[src/rtl/rf_read_arbiter.sv]
// rf_read_arbiter: round-robin sharing of one register-file read port.
// Accept in cycle T -> port address/enable in T+1 -> registered response in T+2.
// One read can be accepted every cycle. flush cancels the read that is on the port.
module rf_read_arbiter #(
    parameter int NREQ = 4,
    parameter int AW   = 5,
    parameter int DW   = 32
) (
    input  logic               clk,
    input  logic               rst_n,
    input  logic [NREQ-1:0]    req,
    input  logic [NREQ*AW-1:0] req_addr,
    output logic [NREQ-1:0]    gnt,
    input  logic               flush,
    output logic [AW-1:0]      sel_addr,
    output logic               sel_ena,
    input  logic [DW-1:0]      sel_data,
    output logic [NREQ-1:0]    rsp_valid,
    output logic [DW-1:0]      rsp_data,
    output logic               busy
);

    localparam int PW = (NREQ > 1) ? $clog2(NREQ) : 1;

    logic [PW-1:0]   ptr;
    logic [PW-1:0]   owner;
    logic [PW-1:0]   winIdx;
    logic [PW-1:0]   ptrNext;
    logic [PW:0]     candIdx;
    logic            accept;
    logic [NREQ-1:0] ownerOneHot;
    logic [AW-1:0]   winAddr;

    // Round-robin search starting at ptr. Indices wrap by subtracting NREQ,
    // so NREQ does not have to be a power of two.
    always_comb begin
        gnt     = '0;
        winIdx  = '0;
        accept  = 1'b0;
        candIdx = '0;
        for (int k = 0; k < NREQ; k++) begin
            candIdx = {1'b0, ptr} + (PW+1)'(k);
            if (candIdx >= (PW+1)'(NREQ)) begin
                candIdx = candIdx - (PW+1)'(NREQ);
            end
            if (!accept && req[candIdx[PW-1:0]]) begin
                accept                 = 1'b1;
                winIdx                 = candIdx[PW-1:0];
                gnt[candIdx[PW-1:0]]   = 1'b1;
            end
        end
        // A cancelled cycle accepts nothing. Nothing is granted while in reset.
        if (!rst_n || flush) begin
            gnt    = '0;
            accept = 1'b0;
        end
    end

    // Winner's address, the pointer after the winner, and the owner as a one-hot mask.
    always_comb begin
        winAddr = req_addr[winIdx*AW +: AW];
        ptrNext = (winIdx == PW'(NREQ-1)) ? '0 : winIdx + PW'(1);
        ownerOneHot        = '0;
        ownerOneHot[owner] = 1'b1;
    end

    // Stage 1: put the winner's address on the read port and advance the pointer.
    always_ff @(posedge clk or negedge rst_n) begin
        if (!rst_n) begin
            sel_addr <= '0;
            sel_ena  <= 1'b0;
            owner    <= '0;
            ptr      <= '0;
        end else if (accept) begin
            sel_addr <= winAddr;
            sel_ena  <= 1'b1;
            owner    <= winIdx;
            ptr      <= ptrNext;
        end else begin
            sel_ena  <= 1'b0;
        end
    end

    // Stage 2: capture port data only when a live read is on the port. An idle
    // port floats, so rsp_data keeps its value instead of loading Z/X.
    always_ff @(posedge clk or negedge rst_n) begin
        if (!rst_n) begin
            rsp_valid <= '0;
            rsp_data  <= '0;
        end else if (sel_ena && !flush) begin
            rsp_valid <= ownerOneHot;
            rsp_data  <= sel_data;
        end else begin
            rsp_valid <= '0;
        end
    end

    // Read port or response stage is occupied.
    always_comb begin
        busy = sel_ena | (|rsp_valid);
    end

endmodule

[config.mk]
export PLATFORM = sky130hd
export DESIGN_NAME = rf_read_arbiter
export DESIGN_NICKNAME = d
export VERILOG_FILES = /design/src/rtl/rf_read_arbiter.sv
export SDC_FILE = /design/constraint.sdc
export NUM_CORES = 1
export LEC_CHECK = 0
export BUFFER_PORTS_ARGS = -buffer_cell sky130_fd_sc_hd__buf_2
export CORE_MARGIN = 2
export CORE_UTILIZATION = 30
export DETAILED_ROUTE_END_ITERATION = 10
export HOLD_SLACK_MARGIN = 0.08
export PLACE_DENSITY = 0.63
export SLEW_MARGIN = 20
export SYNTH_ARGS = -nofsm -noshare
export SYNTH_HDL_FRONTEND = slang
export SYNTH_SLANG_ARGS = --single-unit
[constraint.sdc]
create_clock -name clk -period 8.3 [get_ports clk]
set_input_delay 1.245 -clock clk [delete_from_list [all_inputs] [get_ports clk]]
set_output_delay 1.245 -clock clk [all_outputs]
set_load 0.01 [all_outputs]
* Word level (Yosys, flattened, before mapping)
Cells that the tools add are included.
Storage, ports and cells: register bits after elaboration 46, output and inout port bits 47
Cells by class: add/sub/neg operators 8, $mul 1, $lt $le $gt $ge 14, eq/ne operators 1, shift operators 1, multiplexer cells 39, bitwise gates (word level) 4, reductions and logical operators 16
Operator list (count):
- 2-to-1 mux 4 bit | 6
- indexed part select 20 x 6 -> 5 bit | 1
- 2-to-1 mux 2 bit | 9
- less-than comparator 2 x 3 -> 1 bit, second input constant | 5
- 2-to-1 mux 1 bit | 15
- bitwise OR 4 bit | 3
- demux 1 bit (select 2 bit) | 5
- greater-or-equal comparator 2 x 1 -> 1 bit, second input constant | 5
- greater-or-equal comparator 3 bit, second input constant | 3
- logical AND 1 bit | 9
- binary-select mux 1 bit (select 2 bit) | 4
- subtractor 2 x 1 -> 2 bit, second input constant | 4
- adder 2 x 2 -> 3 bit, second input constant | 2
- logical NOT 1 bit | 5
- multiplier 2 x 3 -> 5 bit, second input constant | 1
- OR reduction 4 bit | 1
- adder 2 x 1 -> 3 bit, second input constant | 1
- greater-or-equal comparator 2 x 3 -> 1 bit, second input constant | 1
- adder 2 x 1 -> 2 bit, second input constant | 1
- equality test 2 bit, second input constant | 1
- logical OR 1 bit | 1
- bitwise OR 1 bit | 1

* Depth between registers and ports, before layout
depth after elaboration 16, depth in mapped cells 12, gate-level depth less buffers 10

* Worst setup path before layout
Ideal clock, no wire load.
kind in2out, from input port req[3], to output port gnt[0], data arrival time 2483 ps, required time 7055 ps, setup slack 4572 ps, cell stages on the path 6, buffers on the path 1, path through mux4_2 buf_2 nor3_1 and2_1 a221oi_1 nor2_1
Between the ends: cells in the longest elaborated chain, start to end 13
RTL lines:
- start, declared | line 11 | input logic [NREQ-1:0] req,
- binary-select mux 1 bit (select 2 bit) | line 46 | if (!accept && req[candIdx[PW-1:0]]) begin
- 2-to-1 mux 1 bit (implied by the code) | line 46
- 2-to-1 mux 1 bit | line 46
- logical NOT 1 bit | line 46
- logical AND 1 bit | line 46
- 2-to-1 mux 1 bit | line 46
- logical NOT 1 bit | line 46
- logical AND 1 bit | line 46
- 2-to-1 mux 1 bit | line 46
- logical NOT 1 bit | line 46
- logical AND 1 bit | line 46
- 2-to-1 mux 4 bit (*) | line 46
- 2-to-1 mux 4 bit (*) | line 53 | if (!rst_n || flush) begin
- end, declared | line 13 | output logic [NREQ-1:0] gnt,
Mark *: on every way between the ends. The rest lies on a longest branch, timed or not. The select of a mux whose other input is x is not followed.

* Final worst setup path
from register ptr[0], to output port gnt[3]
Between the ends: cells in the longest elaborated chain, start to end 15
RTL lines:
- start, declared | line 25 | logic [PW-1:0] ptr;
- start signal, assigned | line 78 | ptr <= ptrNext;
- branches (longest 13 deep; another with adder 2 x 1 -> 3 bit)
- 2-to-1 mux 4 bit (*) | line 46
- 2-to-1 mux 4 bit (*) | line 53
Every way passes the cells marked *. The select of a mux whose other input is x is not followed.

==> results.tsv <==
stage	metric	value	unit
run_status	outcome	finished, final reports clean	
route	via_per_inst	4.55	
logic_synthesis	async_reset_ff_share	100	%
final_layout	nets	355	
grt	grt_antenna_before_repair	0	
sta	rsz0062_at_grt	false	
grt	grt_pass1_wl	8270	um
place	place_ws	4.25	ns
grt	grt.overflow.total	0	
logic_synthesis	ys_types	38	
sta	min_period	4.31	ns
grt	grt_max_degree	48	
sta	max-slew-margin-rel	34.3	%
grt	grt_pass1_vias	1795	
logic_synthesis	syn-num-nets	250	
floorplanning	start_util	30.6	%
clock_network	htree_num_levels	2	
setup_path	cp_slowest_stage_delay	0.74	ns
floorplanning	rows	32	
clock_network	holdBufCountCts	0	
final_layout	drive_above_1_share	56.4	%
clock_network	clock_sinks	46	
setup_path	slowest_stage	dfrtp_1	
logic_synthesis	ys.flop_type	dfrtp_1	
place	io_buffers	105	
setup_path	worstSetupStartpointType	flop	
clock_network	clk_pin_slew_worst_paths	0.09	ns
floorplanning	core-area	0.00765	mm^2
final_layout	syn_to_final_growth	30.1	%
place	hpwlAfterDp	3780	um
setup_path	crit_chain	inv_1 > ha_1 > mux4_2 > nor3_1 > and2_1 > a221oi_1 > nor2_1 > buf_2	
min_path	min_to	rsp_valid[2]	
clock_network	postCtsSetupRepairBufs	0	
clock_network	cts-resized-gates	0	
sta	tightestPinTransition	0.984	ns
floorplanning	ios	106	
clock_network	clk_latency	0.29	ns
setup_path	cp_data_arrival_time	3.07	ns
grt	grt_usage	12.2	%
setup_path	worstSetupEndpointType	primary output	
power	p_leak	1.50	nW
sta	fin_worst_skew	0.0124	ns
place	place.gp.congestion	0.728	
power	power_density	289	mW/mm^2
setup_path	rr_worst_depth	9	
clock_network	clockBufferDepth	2	
setup_path	reg2reg_to	ptr[0]	
route	antenna_left	0	
final_layout	finalCoreUtilization	39.8	%
logic_synthesis	netlist_area	0.00234	mm^2
route	drc	0	
logic_synthesis	ys_warn_count	0	
setup_path	crit_fanout	15	
job	cap_viol_max_count	0	
floorplanning	die_x	92.3	um
clock_network	tritoncts	done	
route	wire_per_inst	13.0	um
setup_path	reg2reg_from	ptr[0]	
route	drt-total-wl	5100	um
floorplanning	die_area	0.00852	mm^2
min_path	holdCritPathClass	reg -> reg	
floorplanning	die_h	92.3	um
clock_network	cts-buffers-inserted	5	
logic_synthesis	syn-instance-count	183	
setup_path	required	7.05	ns
power	ir_drop	104	uV
route	dr.pass1.iters	4	
logic_synthesis	synth.avg_cell_area	12.8	um^2
sta	whs	0.485	ns
setup_path	criticalPathCategory	reg -> out	
min_path	hold_depth	1	
logic_synthesis	ys_seq_elements	46	
sta	min_period_over_period	52.0	%
sta	layout_setup_ws	3.99	ns
route	dr_total_vias	1779	
sta	drv_slew	0	
logic_synthesis	synth_seq_area_share	49.2	%
sta	clock.fmax	232	MHz
setup_path	timing.reg2reg.setup_slack	4.98	ns
min_path	min_from	owner[0]	
clock_network	cts_root_buf	clkbuf_8	
sta	setup_viol	0	
sta	hold_viol_final	0	
route	drt_iter0_markers	28	
final_layout	n_antenna_cell	0	
logic_synthesis	synth_edf_count	0	
sta	setup_tns	0	ns
## stage by stage
step                      instance area, um^2  cells  power (W)
after detailed placement                 2960    383   0.000752
after floorplan                          2340    183   0.000648
after global routing                     3040    391   0.000948
after global placement                   2960    383   0.000742
final                                    3040    391   0.000878
after CTS                                3040    391   0.000893
## synth_stat cells, types with 2 or more instances
library cell	count	share of area, %
nor3_1	3	0.64
dfrtp_1	46	49
mux2_2	33	16
nor2_1	13	2.1
buf_1	2	0.32
mux4_2	4	3.9
o21ai_0	4	0.86
inv_1	5	0.80
mux2i_1	10	4.3
ha_1	8	4.3
clkbuf_1	3	0.48
a22oi_1	4	1.3
o221ai_2	5	3.2
a221oi_1	5	1.9
nand2_1	14	2.2
nor2b_1	2	0.53
## power breakdown
| group | total, W | switching, W | internal [W] |
|---|---|---|---|
| clock | 0.000135 | 0.0000756 | 0.0000596 |
| sequential | 0.000322 | 0.0000451 | 0.000277 |
| combinational | 0.000421 | 0.000213 | 0.000208 |
## cell usage in the layout (no fill, tap or decap), drive strengths merged, types with 2 or more instances in the layout
cell,synthesis,routed
or2,2,2
clkbuf,3,6
o221ai,5,5
nor2,13,13
buf,5,106
nand2b,2,2
ha,8,8
a22oi,4,4
nor3,3,3
dfrtp,46,46
nand2,15,15
mux2i,10,10
mux4,4,4
a221oi,5,5
inv,6,6
nor2b,3,3
o21ai,4,4
mux2,33,33
clkinv,0,2
## how the worst max path moves through the flow
stage	from	end	slack, ns
3_3_place_gp	req[2]	gnt[3]	4.31
3_5_place_dp	req[2]	gnt[3]	4.25
6_report	ptr[0]	gnt[3]	3.99
4_1_cts	ptr[0]	gnt[3]	3.92
2_1_floorplan	req[3]	gnt[0]	4.57
5_1_grt	ptr[0]	gnt[3]	3.67
## worst max-delay path: cells and delay by family, from the launching register on
kind,cells,cell delay (ns)
muxes,1,0.44
AOI/OAI and AO/OA,1,0.10
and+or+nand+nor,3,0.58
adders and majority gates,1,0.49
buffers and inverters,2,0.43
DFF,1,0.74
## cell families after synthesis
| logic type | Yosys count | synth area share [%] |
|---|---|---|
| buf+inv | 14 | 3.10 |
| mux | 47 | 24.0 |
| flops | 46 | 49.2 |
| fa+ha+maj | 8 | 4.28 |
| xor+xnor | 1 | 0.375 |
| simple gates | 43 | 8.99 |
| compound gates | 24 | 10.0 |
## flip-flops by register name, summed over array words and instances, names as in the netlist
| signal | count |
|---|---|
| rsp_data | 32 |
| sel_addr | 5 |
| rsp_valid | 4 |
| owner | 2 |
| ptr | 2 |
| sel_ena | 1 |
## final cells by class
class / count / area, um^2
Inverter: 6 / 22.5
Sequential cell: 46 / 1150
Clock buffer: 6 / 72.6
Multi-Input combinational cell: 123 / 1120
Timing Repair Buffer: 106 / 533
Fill cell: 759 / 4600
Tap cell: 102 / 128
Clock inverter: 2 / 13.8
## routing by layer
layer	global-route usage [%]	share of wire [%]	vias to the layer above	wire (um)
li1	-	-	872	-
met1	14.9	45	857	2280
met2	21.8	50	48	2570
met3	2.60	4.6	2	235
met4	3.36	0.27	0	14
met5	0	0	-	0
No activity file was read; power rests on OpenSTA's default activity.
